`src/rtl/mips_imem_pkg.sv`:
```
// mips_imem_pkg: shared types and constants for the
// instruction-memory sequencer (FSM states, NOP word, counter widths).
package mips_imem_pkg;

    typedef enum logic [1:0] {
        S_IDLE = 2'd0,
        S_RUN  = 2'd1,
        S_WAIT = 2'd2,
        S_DONE = 2'd3
    } seq_state_t;

    localparam logic [31:0] NOP_WORD  = 32'h0000_0000;
    localparam int          LOOPCNT_W = 8;
    localparam int          WAITCNT_W = 3;

    // Terminal value of the wait counter for a given wait length.
    function automatic logic [WAITCNT_W-1:0] wait_last(input int w);
        return (w == 0) ? '0 : WAITCNT_W'(w - 1);
    endfunction

endpackage

```
`src/rtl/imem_ram.sv`:
```
// imem_ram: DEPTH x DATA_W program store, one synchronous write
// port and one asynchronous read port (read returns pre-write data).
// Ports: clk_i, we_i/waddr_i/wdata_i (write), raddr_i -> rdata_o (read).
module imem_ram #(
    parameter int DATA_W = 32,
    parameter int DEPTH  = 16,
    parameter int ADDR_W = $clog2(DEPTH)
) (
    input  logic              clk_i,
    input  logic              we_i,
    input  logic [ADDR_W-1:0] waddr_i,
    input  logic [DATA_W-1:0] wdata_i,
    input  logic [ADDR_W-1:0] raddr_i,
    output logic [DATA_W-1:0] rdata_o
);

    logic [DATA_W-1:0] mem_q [DEPTH];

    always_ff @(posedge clk_i) begin
        if (we_i) begin
            mem_q[waddr_i] <= wdata_i;
        end
    end

    assign rdata_o = mem_q[raddr_i];

endmodule

```
`src/rtl/mips_imem_sequencer.sv`:
```
// mips_imem_sequencer: feeds program words to the MIPS core fetch bus,
// sourced from an internal counter (stream) or from PCF (address mode).
// Ports: CLK/RST, LoadEn/LoadAddr/LoadData (program load),
// Start/AddrMode/ProgLen (run control), PCF/Stall (core fetch side),
// IM_RD/InstrValid/Done/LoopCnt (registered outputs).
module mips_imem_sequencer
    import mips_imem_pkg::*;
#(
    parameter int DATA_W = 32,
    parameter int DEPTH  = 16,
    parameter int ADDR_W = $clog2(DEPTH),
    parameter int WAIT_W = 0,
    parameter int LOOP   = 0
) (
    input  logic                 CLK,
    input  logic                 RST,
    input  logic                 LoadEn,
    input  logic [ADDR_W-1:0]    LoadAddr,
    input  logic [DATA_W-1:0]    LoadData,
    input  logic                 Start,
    input  logic                 AddrMode,
    input  logic [ADDR_W:0]      ProgLen,
    input  logic [31:0]          PCF,
    input  logic                 Stall,
    output logic [DATA_W-1:0]    IM_RD,
    output logic                 InstrValid,
    output logic                 Done,
    output logic [LOOPCNT_W-1:0] LoopCnt
);

    localparam logic [ADDR_W:0]    DEPTH_L  = (ADDR_W + 1)'(DEPTH);
    localparam logic [DATA_W-1:0]  NOP_D    = DATA_W'(NOP_WORD);
    localparam logic [WAITCNT_W-1:0] WAIT_END = wait_last(WAIT_W);

    seq_state_t           state_q;
    logic [ADDR_W-1:0]    idx_q;
    logic [ADDR_W:0]      wcnt_q;
    logic [ADDR_W:0]      len_q;
    logic [WAITCNT_W-1:0] wait_q;
    logic                 mode_q;
    logic                 fin_q;
    logic [DATA_W-1:0]    rd_q;
    logic                 valid_q;
    logic                 done_q;
    logic [LOOPCNT_W-1:0] loop_q;

    logic [ADDR_W-1:0]    pc_idx;
    logic [ADDR_W-1:0]    rd_idx_d;
    logic [DATA_W-1:0]    ram_rd;
    logic [DATA_W-1:0]    word_d;
    logic [ADDR_W:0]      len_d;
    logic                 oob_d;
    logic                 last_d;
    logic                 unused_pcf;

    assign pc_idx     = PCF[ADDR_W+1:2];
    assign unused_pcf = ^{PCF[31:ADDR_W+2], PCF[1:0]};
    assign rd_idx_d   = mode_q ? pc_idx : idx_q;

    // Address mode ends on the first fetch past the program; that
    // fetch gets a NOP rather than whatever sits in the array.
    assign oob_d  = mode_q && ({1'b0, pc_idx} >= len_q);
    assign last_d = mode_q ? oob_d : (wcnt_q == len_q - 1'b1);
    assign word_d = oob_d ? NOP_D : ram_rd;
    assign len_d  = (ProgLen > DEPTH_L) ? DEPTH_L : ProgLen;

    imem_ram #(
        .DATA_W (DATA_W),
        .DEPTH  (DEPTH),
        .ADDR_W (ADDR_W)
    ) u_ram (
        .clk_i   (CLK),
        .we_i    (LoadEn),
        .waddr_i (LoadAddr),
        .wdata_i (LoadData),
        .raddr_i (rd_idx_d),
        .rdata_o (ram_rd)
    );

    always_ff @(posedge CLK or posedge RST) begin
        if (RST) begin
            state_q <= S_IDLE;
            idx_q   <= '0;
            wcnt_q  <= '0;
            len_q   <= '0;
            wait_q  <= '0;
            mode_q  <= 1'b0;
            fin_q   <= 1'b0;
            rd_q    <= '0;
            valid_q <= 1'b0;
            done_q  <= 1'b0;
            loop_q  <= '0;
        end else begin
            unique case (state_q)
                S_IDLE, S_DONE: begin
                    if (state_q == S_DONE) begin
                        rd_q    <= NOP_D;
                        valid_q <= 1'b0;
                        done_q  <= 1'b1;
                    end
                    if (Start) begin
                        mode_q  <= AddrMode;
                        len_q   <= len_d;
                        idx_q   <= '0;
                        wcnt_q  <= '0;
                        wait_q  <= '0;
                        fin_q   <= 1'b0;
                        rd_q    <= NOP_D;
                        valid_q <= 1'b0;
                        done_q  <= 1'b0;
                        state_q <= (len_d == '0) ? S_DONE : S_RUN;
                    end
                end
                S_RUN: begin
                    if (!Stall) begin
                        rd_q    <= word_d;
                        valid_q <= 1'b1;
                        if (last_d && (LOOP != 0)) begin
                            idx_q  <= '0;
                            wcnt_q <= '0;
                            loop_q <= loop_q + 1'b1;
                        end else begin
                            wcnt_q <= wcnt_q + 1'b1;
                            if (!mode_q) begin
                                idx_q <= idx_q + 1'b1;
                            end
                            if (last_d) begin
                                fin_q <= 1'b1;
                            end
                        end
                        // Finishing with no wait goes straight to DONE;
                        // otherwise WAIT decides via fin_q.
                        if (WAIT_W > 0) begin
                            wait_q  <= '0;
                            state_q <= S_WAIT;
                        end else if (last_d && (LOOP == 0)) begin
                            state_q <= S_DONE;
                        end
                    end
                end
                S_WAIT: begin
                    valid_q <= 1'b0;
                    if (wait_q == WAIT_END) begin
                        wait_q  <= '0;
                        state_q <= fin_q ? S_DONE : S_RUN;
                    end else begin
                        wait_q <= wait_q + 1'b1;
                    end
                end
                default: state_q <= S_IDLE;
            endcase
        end
    end

    assign IM_RD      = rd_q;
    assign InstrValid = valid_q;
    assign Done       = done_q;
    assign LoopCnt    = loop_q;

endmodule

```
`config.mk`:
```
export PLATFORM = sky130hd
export DESIGN_NAME = mips_imem_sequencer
export DESIGN_NICKNAME = d
export VERILOG_FILES = /design/src/rtl/mips_imem_pkg.sv /design/src/rtl/imem_ram.sv /design/src/rtl/mips_imem_sequencer.sv
export SDC_FILE = /design/constraint.sdc
export NUM_CORES = 1
export LEC_CHECK = 0
export ABC_AREA = 0
export BUFFER_PORTS_ARGS = -buffer_cell sky130_fd_sc_hd__clkbuf_2
export CORE_MARGIN = 2
export CORE_UTILIZATION = 55
export DETAILED_ROUTE_END_ITERATION = 12
export PLACE_DENSITY_LB_ADDON = 0.25
export SLEW_MARGIN = 20
export SYNTH_ARGS = -nofsm -noshare
export SYNTH_HDL_FRONTEND = slang
export SYNTH_SLANG_ARGS = --single-unit
```
`constraint.sdc`:
```
create_clock -name CLK -period 2.2 [get_ports CLK]
set_clock_uncertainty 0.15 [all_clocks]
set_input_delay 0.44 -clock CLK [delete_from_list [all_inputs] [get_ports CLK]]
set_output_delay 0.44 -clock CLK [all_outputs]
set_load 0.005 [all_outputs]
```
==> metrics.md <==
| Metric | Value |
|---|---|
| Synth-to-Final Area Change | 18.3% |
| WL/cell | 22.6 um |
| Clk root buf | clkbuf_16 |
| Post-synth top area cell | edfxtp_1 |
| Worst Path Max Fanout | 8 |
| Max_cap viols | 0 |
| Port bufs | 84 |
| Tcrit/Tclk final | 1.01 |
| CTS sink cnt | 567 |
| Core footprint | 40,700 um^2 |
| Setup TNS | -0.0366 ns |
| Grt ovf | 0 |
| CP dominant cell by count | buf_12 |
| Synth warn | 8 |
| Worst Setup Path Type | flop to flop |
| First-pass GRT wire length | 75,500 um |
| Ys flop type | edfxtp_1 |
| R2R cell count | 8 |
| Area of the mapped netlist | 22,600 um^2 |
| Die Y | 207 um |
| Finished Layout Cells | 2,204 |
| Final #Nets | 1,717 |
| Avg Inst Size Synth | 15.6 um^2 |
| Number of detailed-route iterations in the first pass | 5 |
| Fill cell count | 2,799 |
| Gr usage total | 0.240 |
| Placed wire-length estimate | 28,000 um |
| Worst path max stage delay | 0.50 ns |
| RSZ-0062 raised after global routing | true |
| Routability congestion estimate | 0.785 |
| Worst endpoint required time | 2.52 ns |
| Layout cells sized above 1 | 0.206 |
| R2R setup slack | -0.02 ns |
| Clk_lat worst skew | 0.60 ns |
| Combinational share of power | 0.325 |
| Clock-pin transition on the worst setup and hold timing paths | 0.06 ns |
| FF+latch area | 16,800 um^2 |
| Status | finished, violations left |
| Final setup viols | 4 |
| Drt drc | 0 |
| Hold worst-path end | InstrValid$_DFFE_PP0P_ |
| Sequential power share | 0.395 |
| WP buf/inv | 4 |
| Max Buffers Root-to-Sink | 3 |
| Slowest cell on crit path | mux4_2 |
| Multi-input logic area | 5540 um^2 |
| Via density | 5.85 |
| Sw Ratio | 0.309 |
| Placed insts | 2,080 |
| Max-slew violations | 0 |
| Hold Fails Final Rpt | 0 |
| Core Rows | 74 |
| Failing checks | negative setup slack |
| Final min period | 2.22 ns |
| Design area | 26,700 um^2 |
| Antenna Cells | 0 |
| Fmax | 451 MHz |
| Largest net degree at the start of global routing | 57 |
| DR vias | 12.9k |
| P per Cell Area | 1220 nW/um^2 |
| Min-Delay Path Depth | 3 |
| Clock power share | 0.279 |
| CP Capture Type | flop |
| Synth top area share | 0.680 |
| Final Routed Wirelength | 49,900 um |
| PnR worst setup slack | -0.0170 ns |
| Post-synth cell types | 45 |
| Ys async rst share | 0.0970 |
| R2r endpoint | IM_RD[4]$_DFFE_PP0P_ |
| Initial antenna violation count | 1 |
| H-Tree Depth | 2 |
| First DRT Iteration DRCs | 1,255 |
| Cell-internal power | 22.5 mW |
| RR Startpoint | mode_q$_DFFE_PP0P_ |
| Area after DPL | 24,700 um^2 |
| Crit-path cells | mux2i_4 > buf_12 > buf_12 > buf_12 > buf_12 > mux4_2 > mux2i_2 > o221ai_2 |
| Pwr Total | 32.5 mW |
| Die width | 207 um |
| Inserted Clock Buffers | 54 |
| Seq/Total Area, Yosys | 0.741 |
| Post-synth EDFFs | 512 |
| Data arrival time of the worst path | 2.54 ns |
| Leakage Power | 9.77 nW |
| Critical Path Source Type | flop |
| Starting Density | 0.555 |
| Vias in the first global route | 12.8k |
| CP delay by family, top | multiplexers |
| Top Ports | 121 |
| Hold WC Path Type | input pin to flop |
| Die area | 42,700 um^2 |
| Post-route ant nets | 0 |
| Maximum vdd drop | 0.830 mV |
| CTS tree | built |
| Hold Path Origin | Stall |
| Hold_ws | 0.0675 ns |
| Cells after Synth | 1,447 |
| Switching power | 10.0 mW |
| Top cells by area, synth | edfxtp_1 (68%), dfrtp_1 (6.1%), mux2i_1 (5.8%), nand2_1 (5.0%), nand3_1 (2.9%) |
| Post-synthesis register bit count | 567 |
sequential cells by signal, summed over array words and instances (netlist names):
name         count
u_ram.mem_q    512
IM_RD           32
len_q            5
wcnt_q           5
idx_q            4
wait_q           3
state_q          2
Done             1
InstrValid       1
fin_q            1
mode_q           1
timing repair:
item / CTS / global route
endpoints found under the hold margin: 62 / 0
gates cloned: 0 / 0
buffers inserted: 4 / 10
endpoints found under the setup margin: 32 / 33
hold buffers: 8 / 0
resized for setup: 5 / 13
pin swaps: 1 / 13
metal layers:
metal,GRT usage,vias up,wire length (um)
met5,0,-,14
met4,0.0745,2,1040
met3,0.0364,83,3650
met2,0.378,534,23600
met1,0.351,6481,21600
li1,-,5799,-
cells by family after synthesis:
| kind of cell | count (synthesis) | share of synthesized area |
|---|---|---|
| and+or+nand+nor | 520 | 0.101 |
| other | 1 | 0.000166 |
| xor gates and xnor gates | 12 | 0.00465 |
| muxes | 170 | 0.0947 |
| AOI/OAI and AO/OA | 67 | 0.0256 |
| DFF | 567 | 0.741 |
| buffers and inverters | 98 | 0.0265 |
| adders and majority gates | 12 | 0.00664 |
placed cells by master, fill, tap and decap left out, types with 5 or more instances in the layout:
| cell type | synthesis | routed |
|---|---|---|
| edfxtp_1 | 512 | 512 |
| nand2_1 | 303 | 301 |
| nand3_1 | 131 | 131 |
| mux2i_1 | 131 | 128 |
| clkbuf_2 | 0 | 84 |
| clkbuf_16 | 0 | 57 |
| dfrtp_1 | 55 | 55 |
| buf_12 | 1 | 50 |
| buf_4 | 14 | 49 |
| nand4_1 | 35 | 35 |
| mux4_2 | 27 | 31 |
| o221ai_1 | 24 | 23 |
| clkbuf_1 | 34 | 18 |
| inv_1 | 15 | 14 |
| nor2_4 | 0 | 12 |
| ha_1 | 12 | 12 |
| nor2_1 | 23 | 11 |
| clkinv_1 | 0 | 11 |
| nand2b_1 | 10 | 9 |
| o221ai_2 | 9 | 9 |
| o21ai_0 | 9 | 8 |
| conb_1 | 1 | 8 |
| dlygate4sd3_1 | 0 | 8 |
| a21oi_1 | 8 | 7 |
| clkinv_2 | 0 | 7 |
| buf_6 | 10 | 7 |
| xor2_1 | 6 | 6 |
| xnor2_1 | 6 | 6 |
| clkbuf_8 | 0 | 6 |
| mux2_2 | 6 | 5 |
through the flow:
step / util / setup WS [ns]
after global placement: 0.607 / -0.187
after global routing: 0.656 / -0.116
after CTS: 0.653 / 0.00715
after floorplan: - / -0.416
after detailed placement: 0.607 / -0.283
final: 0.656 / -0.0170
cell usage after synthesis, types with 12 or more instances:
cell and number:
nor2_1 23, buf_4 14, mux2i_1 131, ha_1 12, inv_1 15, o221ai_1 24
edfxtp_1 512, nand2_1 303, mux4_2 27, buf_2 16, clkbuf_1 34, nand4_1 35
dfrtp_1 55, nand3_1 131
worst reg2reg max path: cells and delay by family (launching register included):
family | cells | cell delay [ns]
flops | 1 | 0.40
buf+inv | 4 | 0.48
compound gates | 1 | 0.10
mux | 3 | 0.96
how the worst max path moves through the flow:
stage                  startpoint                     endpoint  slack, ns  cells after the start
5_1_grt        mode_q$_DFFE_PP0P_        IM_RD[21]$_DFFE_PP0P_      -0.12                      7
2_1_floorplan         LoadAddr[3]  u_ram.mem_q[5][0]$_DFFE_PP_      -0.42                      2
3_3_place_gp               PCF[4]        IM_RD[31]$_DFFE_PP0P_      -0.19                      8
4_1_cts        mode_q$_DFFE_PP0P_        IM_RD[21]$_DFFE_PP0P_      0.007                      7
6_report       mode_q$_DFFE_PP0P_         IM_RD[4]$_DFFE_PP0P_      -0.02                      8
3_5_place_dp               PCF[4]        IM_RD[16]$_DFFE_PP0P_      -0.28                      8
power by group through the flow:
| stage | Clock, mW | Sequential, mW | Combinational, mW |
|---|---|---|---|
| floorplan | 0 | 12.9 | 6.60 |
| global placement | 0 | 13.0 | 9.93 |
| detailed placement | 0 | 13.1 | 10.1 |
| CTS | 9.22 | 12.8 | 10.3 |
| global route | 9.61 | 12.9 | 11.5 |
| finish | 9.08 | 12.8 | 10.6 |
layout make-up:
type                       count  share of cell area
tap                          532              0.0249
clock inverter                21             0.00623
clock buffer                  81              0.0590
inverter                      15             0.00211
multi-input combinational    789               0.207
sequential                   567               0.627
timing repair buffer         199              0.0739
No activity file was read; power rests on OpenSTA's default activity.
